**src/rtl/freeze_ctrl.sv**
```systemverilog
// rtl/freeze_ctrl.sv - debounced push-button to freeze toggle / long-press chain reset
module freeze_ctrl #(
    parameter int DEB_CYCLES  = 4,
    parameter int LONG_CYCLES = 20
) (
    input  logic clk,
    input  logic rst,
    input  logic btn_raw,
    output logic frz,
    output logic chain_rst,
    output logic btn_db,
    output logic busy
);

    localparam int DW = $clog2(DEB_CYCLES + 1);
    localparam int HW = $clog2(LONG_CYCLES + 1);
    localparam logic [DW-1:0] DEB_LAST  = DW'(DEB_CYCLES - 1);
    localparam logic [HW-1:0] HOLD_LAST = HW'(LONG_CYCLES - 1);

    typedef enum logic [1:0] {
        IDLE,
        HELD,
        LONG
    } state_t;

    logic          sync1_q, sync1_d;
    logic          btn_s_q, btn_s_d;
    logic          btn_db_q, btn_db_d;
    logic [DW-1:0] deb_cnt_q, deb_cnt_d;
    logic [HW-1:0] hold_cnt_q, hold_cnt_d;
    logic          frz_q, frz_d;
    logic          chain_rst_q, chain_rst_d;
    state_t        state_q, state_d;

    // Synchronizer and debouncer: btn_db only follows btn_s after DEB_CYCLES
    // consecutive disagreeing samples; any agreement restarts the count.
    always_comb begin
        sync1_d   = btn_raw;
        btn_s_d   = sync1_q;
        btn_db_d  = btn_db_q;
        deb_cnt_d = '0;
        if (btn_s_q != btn_db_q) begin
            if (deb_cnt_q == DEB_LAST) begin
                btn_db_d  = btn_s_q;
                deb_cnt_d = '0;
            end else begin
                deb_cnt_d = deb_cnt_q + DW'(1);
            end
        end
    end

    // Release is checked before the long-press limit so a release landing on
    // the final hold cycle still counts as a short press.
    always_comb begin
        state_d     = state_q;
        hold_cnt_d  = hold_cnt_q;
        frz_d       = frz_q;
        chain_rst_d = 1'b0;
        unique case (state_q)
            IDLE: begin
                if (btn_db_q) begin
                    state_d    = HELD;
                    hold_cnt_d = '0;
                end
            end
            HELD: begin
                if (!btn_db_q) begin
                    frz_d   = ~frz_q;
                    state_d = IDLE;
                end else if (hold_cnt_q == HOLD_LAST) begin
                    chain_rst_d = 1'b1;
                    frz_d       = 1'b0;
                    state_d     = LONG;
                end else begin
                    hold_cnt_d = hold_cnt_q + HW'(1);
                end
            end
            LONG: begin
                if (!btn_db_q) begin
                    state_d = IDLE;
                end
            end
            default: begin
                state_d = IDLE;
            end
        endcase
    end

    always_ff @(posedge clk) begin
        if (!rst) begin
            sync1_q     <= 1'b0;
            btn_s_q     <= 1'b0;
            btn_db_q    <= 1'b0;
            deb_cnt_q   <= '0;
            hold_cnt_q  <= '0;
            frz_q       <= 1'b0;
            chain_rst_q <= 1'b0;
            state_q     <= IDLE;
        end else begin
            sync1_q     <= sync1_d;
            btn_s_q     <= btn_s_d;
            btn_db_q    <= btn_db_d;
            deb_cnt_q   <= deb_cnt_d;
            hold_cnt_q  <= hold_cnt_d;
            frz_q       <= frz_d;
            chain_rst_q <= chain_rst_d;
            state_q     <= state_d;
        end
    end

    assign frz       = frz_q;
    assign chain_rst = chain_rst_q;
    assign btn_db    = btn_db_q;
    assign busy      = (state_q != IDLE);

endmodule

```
**config.mk**
```make
export PLATFORM = sky130hd
export DESIGN_NAME = freeze_ctrl
export DESIGN_NICKNAME = d
export VERILOG_FILES = /design/src/rtl/freeze_ctrl.sv
export SDC_FILE = /design/constraint.sdc
export NUM_CORES = 1
export LEC_CHECK = 0
export CAP_MARGIN = 30
export CORE_UTILIZATION = 47
export CTS_CLUSTER_DIAMETER = 80
export CTS_CLUSTER_SIZE = 14
export DETAILED_ROUTE_END_ITERATION = 10
export GPL_TIMING_DRIVEN = 1
export MAX_ROUTING_LAYER = met4
export PLACE_DENSITY = 0.71
export SYNTH_ARGS = -nofsm -noshare
export SYNTH_HDL_FRONTEND = slang
export SYNTH_SLANG_ARGS = --single-unit
```
**constraint.sdc**
```tcl
create_clock -name clk -period 1.5 [get_ports clk]
set_clock_uncertainty 0.1 [all_clocks]
set_input_delay 0.3 -clock clk [delete_from_list [all_inputs] [get_ports clk]]
set_output_delay 0.3 -clock clk [all_outputs]
set_load 0.01 [all_outputs]
```
======== Word-level counts from Yosys, hierarchy flattened ========
Cells that the tools add are included.
cells by class
  add/sub/neg operators ................... 2
  equality and inequality tests ........... 11
  multiplexer cells ....................... 12
  bitwise operators ....................... 3
  reductions and logical operators ........ 9
operators with widths
  cell                                            number
  two-way mux 5 bit                               3
  one-hot mux 5 bit (2 select lines)              1
  two-way mux 2 bit                               4
  != test 2 bit (second input constant)           4
  one-hot mux 2 bit (3 select lines)              1
  AND reduction 3 bit                             2
  adder 5 x 1 -> 5 bit (second input constant)    1
  == test 5 bit (second input constant)           1
  AND reduction 2 bit                             2
  AND reduction 4 bit                             1
  nonzero test 2 bit                              2
  adder 3 x 1 -> 3 bit (second input constant)    1
  == test 3 x 2 -> 1 bit (second input constant)  1
  two-way mux 1 bit                               3
  != test 3 bit (second input constant)           1
  inverter 1 bit                                  3
  OR reduction 3 bit                              1
  == test 2 x 1 -> 1 bit (second input constant)  1
  == test 2 bit (second input constant)           1
  logical NOT 2 bit                               1
  != test 2 x 1 -> 1 bit (second input constant)  1
  != test 1 bit                                   1
storage, ports and cells
  register bits ........................... 15
  bits of input ports ..................... 3
  output and inout port bits .............. 4

======== Logic depth before layout (Yosys ltp) ========
Gate-level depths: netlist of the first run.
  word-level depth ........................ 4
  mapped depth ............................ 4
  mapped depth without buffers ............ 4

======== Least setup slack after synthesis of the first run ========
OpenSTA, ideal clock, no wires.
  path type ............................... reg-to-reg
  from .................................... register hold_cnt_q[0]
  to ...................................... register hold_cnt_q[0]
  setup time .............................. 0.086 ns
  arrival time ............................ 1.247 ns
  setup slack ............................. 0.068 ns
  cell stages (with the launch flop) ...... 5
  path through ............................ dfxtp_1 ha_1 and4bb_4 or3_1 a211oi_1
between the ends
  cells in the longest elaborated chain, start to end .. 4
  elaborated cells between the ends (all ways) .. 7
  those cells by class .................... add/sub: 1; eq/ne: 2; mux: 3; reduce/logical: 1
RTL lines
  what                                RTL line  source
  start: declaration                  30        logic [HW-1:0] hold_cnt_q, hold_cnt_d;
  start signal: assignment            104       hold_cnt_q <= hold_cnt_d;
  adder 5 x 1 -> 5 bit                75        hold_cnt_d = hold_cnt_q + HW'(1);
  two-way mux 5 bit                   70        end else if (hold_cnt_q == HOLD_LAST) begin
  two-way mux 5 bit                   67        if (!btn_db_q) begin
  one-hot mux 5 bit (2 select lines)  59        unique case (state_q)
Parallel ways exist; a longest one is shown, timed or not. The select of a mux whose other input is x is not followed.
A chain may end at the register's enable or synchronous reset.

======== Final worst setup path of the first run ========
  from .................................... register hold_cnt_q[1]
  to ...................................... register hold_cnt_q[0]
between the ends
  cells in the longest elaborated chain, start to end .. 3
RTL lines
  what                           RTL line
  == test 5 bit                  70
  != test 2 bit (no line)        -
  AND reduction 4 bit (no line)  -
No other way between the ends.

==> results of run 1 <==
kinds of logic after synthesis:
| logic type | Yosys count | share of synthesized area |
|---|---|---|
| AOI/OAI and AO/OA | 12 | 0.117 |
| adders and majority gates | 3 | 0.0567 |
| buffers and inverters | 6 | 0.0416 |
| muxes | 2 | 0.0302 |
| xor gates and xnor gates | 1 | 0.0132 |
| DFF | 15 | 0.454 |
| and+or+nand+nor | 33 | 0.287 |
path summary, 6_finish.rpt:
path / startpoint / end / slack [ns] / depth (start not counted)
max: hold_cnt_q[1] / hold_cnt_q[0] / 0.04 / 4
max reg2reg: hold_cnt_q[1] / hold_cnt_q[0] / 0.04 / 4
min reg2reg: deb_cnt_q[0] / deb_cnt_q[0] / 0.34 / 1
min: deb_cnt_q[0] / deb_cnt_q[0] / 0.34 / 1
timing repair:
item | CTS | global route
resized for setup | 7 | 1
setup endpoints to repair | 4 | 1
hold buffers | 0 | 0
metrics by stage:
step | power [mW] | worst slack, ns | area [um2] | util | instances
2_1_floorplan | 0.418 | 0.0677 | 662 | - | 72
3_3_place_gp | 0.430 | 0.0449 | 777 | 0.597 | 97
3_5_place_dp | 0.431 | 0.0298 | 777 | 0.597 | 97
4_1_cts | 0.663 | 0.0260 | 803 | 0.617 | 101
5_1_grt | 0.684 | 0.00640 | 798 | 0.613 | 101
6_report | 0.656 | 0.0433 | 798 | 0.613 | 101
final cells by class:
| cell class | count | share of cell area |
|---|---|---|
| clock buffer | 3 | 0.0282 |
| sequential | 15 | 0.379 |
| inverter | 3 | 0.0141 |
| clock inverter | 1 | 0.00627 |
| timing repair buffer | 13 | 0.130 |
| multi-input combinational | 51 | 0.418 |
| tap | 15 | 0.0235 |
power by group through the flow:
stage          Clock, mW  Sequential, mW  Combinational (mW)
2_1_floorplan          0           0.412             0.00650
3_3_place_gp           0           0.412              0.0186
3_5_place_dp           0           0.412              0.0187
4_1_cts            0.242           0.403              0.0188
5_1_grt            0.260           0.403              0.0214
6_report           0.234           0.403              0.0188
synth_stat cells:
library cell / instances
nand3_1: 3
or3_1: 2
nand4bb_1: 1
nor2b_1: 3
or2_1: 1
nand4_1: 4
buf_4: 1
clkbuf_1: 1
a31oi_1: 2
mux2i_1: 2
ha_1: 3
nor2_1: 7
and2_1: 3
a21oi_1: 4
a41oi_1: 2
inv_1: 3
and2b_1: 1
xnor2_1: 1
and4bb_4: 1
dfxtp_1: 15
o21ai_0: 1
nand2_1: 5
nand2b_1: 1
nand3b_1: 1
a211oi_1: 3
buf_2: 1
layer usage:
metal | part of all wire | up-vias | routed length, um | track usage
met5 | 0 | - | 0 | -
met4 | 0.014 | 0 | 17 | 0.129
met3 | 0.050 | 2 | 59 | 0.0511
met2 | 0.42 | 17 | 504 | 0.250
met1 | 0.51 | 247 | 604 | 0.258
li1 | - | 286 | - | -
state kept, by name (all words and copies together) (netlist names):
name        flops
btn_db          1
btn_s_d         1
btn_s_q         1
chain_rst       1
deb_cnt_q       3
frz             1
hold_cnt_q      5
state_q         2
==> reports/qor.json, run 1 <==
{
  "starting_density_of_the_core": {"value": 0.509},
  "netlist_top_cells_area": {"value": "dfxtp_1 (45%), ha_1 (5.7%), nor2_1 (4.0%), nand4_1 (3.8%), a211oi_1 (3.4%)"},
  "yosys.area.top_type_share": {"value": 0.454},
  "maxcap_violations": {"value": 0},
  "clock.fmax": {"value": 686, "unit": "MHz"},
  "type_of_the_worst_min_delay_path": {"value": "register to register"},
  "seq_power_share": {"value": 0.614},
  "num_antenna_cells": {"value": 0},
  "ctsRootBufferMaster": {"value": "clkbuf_4"},
  "grt_start_max_net_pins": {"value": 10},
  "postSynthRegisterBits": {"value": 15},
  "detailedRoute.firstPassIterationCount": {"value": 4},
  "h-tree-depth": {"value": 1},
  "yosys.cell_types.count": {"value": 26},
  "global_route_wire_length_before_repair": {"value": 1.90, "unit": "mm"},
  "power-per-cell-area": {"value": 821, "unit": "nW/um2"},
  "layout_commonest_cell": {"value": "dfxtp_1"},
  "critical_path.endpoint_type": {"value": "register"},
  "placement.io_buffers": {"value": 6},
  "die_area": {"value": 1560, "unit": "um2"},
  "swShare": {"value": 0.220},
  "cts_tree": {"value": "done"},
  "grt_use_total": {"value": 0.193},
  "slowest_delay": {"value": 0.36, "unit": "ns"},
  "drc_markers": {"value": 0},
  "worst-path-max-fanout": {"value": 5},
  "multi_input_area": {"value": 334, "unit": "um2"},
  "cellLeakagePower": {"value": 0.313, "unit": "nW"},
  "fp.coreArea": {"value": 1300, "unit": "um2"},
  "postSynthNetCount": {"value": 78},
  "worst_ir_drop_vdd": {"value": 0.000594, "unit": "V"},
  "fin_tns_setup": {"value": 0, "unit": "ns"},
  "antenna_violations_before_repair": {"value": 0},
  "cpLargestDelayFamily": {"value": "simple AND/OR/NAND/NOR gates"},
  "detail_route.wl_per_cell": {"value": 11.8, "unit": "um"},
  "fp.dieW": {"value": 39.5, "unit": "um"},
  "power_switching": {"value": 0.145, "unit": "mW"},
  "cts-buffers-inserted": {"value": 3},
  "cts_buffer_depth": {"value": 2},
  "first_global_vias": {"value": 429},
  "syn-instance-count": {"value": 72},
  "hold_ws": {"value": 0.336, "unit": "ns"},
  "cp_data_required_time": {"value": 1.60, "unit": "ns"},
  "gpl.final_weighted_congestion": {"value": 0.728},
  "path_clk_slew": {"value": 0.09, "unit": "ns"},
  "fillCellCount": {"value": 124},
  "synth-warning-count": {"value": 0},
  "p_int": {"value": 0.511, "unit": "mW"},
  "maxSlewHeadroom": {"value": 0.811},
  "vias": {"value": 552},
  "detail_route_antenna_nets": {"value": 0},
  "share_clk_of_total_power": {"value": 0.357},
  "timing_max_transition_violations_final": {"value": 0},
  "finalCriticalPeriod": {"value": 1.46, "unit": "ns"},
  "drtIter0Drc": {"value": 9},
  "tightestPinTransition": {"value": 0.283, "unit": "ns"},
  "register_area": {"value": 303, "unit": "um2"},
  "vias_per_cell": {"value": 5.47},
  "dieHeight": {"value": 39.5, "unit": "um"},
  "layout-area-overhead-vs-synth": {"value": 20.6, "unit": "%"},
  "setup.worst_path.start_class": {"value": "register"},
  "cp_max_stage_cell": {"value": "dfxtp_1"},
  "clkLatencyLatePin": {"value": 0.28, "unit": "ns"},
  "buffers_inverters_on_critical_path": {"value": 0},
  "grt_setup_unrepaired": {"value": "no"},
  "post_route_cells_drive_above_1_share": {"value": 0.174},
  "seq_area_frac_synth": {"value": 0.454},
  "pwr-share-comb": {"value": 0.029},
  "synth.avg_cell_area": {"value": 9.19, "unit": "um2"},
  "status": {"value": "complete, no violations"},
  "grt_overflow": {"value": 0},
  "timing.setup.critical_path_class": {"value": "register to register"},
  "dp_hpwl": {"value": 873, "unit": "um"},
  "count_of_final_setup_violators": {"value": 0},
  "netlist.top_cell.by_area": {"value": "dfxtp_1"},
  "postCtsSetupBuffers": {"value": 0},
  "clock_sinks": {"value": 15},
  "crit_arrival": {"value": 1.56, "unit": "ns"},
  "period_share": {"value": 0.971},
  "num-nets-final": {"value": 93},
  "layout.cells.most_common_list": {"value": "dfxtp_1 (13), nor2_1 (7), buf_4 (7)"},
  "placement_rows": {"value": 13},
  "path_cells": {"value": "ha_1 -> and4bb_4 -> or3_1 -> a211oi_1"},
  "ios": {"value": 7},
  "post_synth_instance_area": {"value": 662, "unit": "um2"},
  "finalWirelength": {"value": 1.19, "unit": "mm"},
  "count_of_endpoints_failing_hold_in_the_final_timing_report": {"value": 0}
}
No activity file was read; power rests on OpenSTA's default activity.
==> run 2, diff against run 1 <==
--- a/config.mk
+++ b/config.mk
@@ -13,6 +13,7 @@
 export GPL_TIMING_DRIVEN = 1
 export MAX_ROUTING_LAYER = met4
 export PLACE_DENSITY = 0.71
+export SLEW_MARGIN = 25
 export SYNTH_ARGS = -nofsm -noshare
 export SYNTH_HDL_FRONTEND = slang
 export SYNTH_SLANG_ARGS = --single-unit
==> results of run 2 <==
Same layout as run 1: the final DEF is identical, and so are final timing and power.
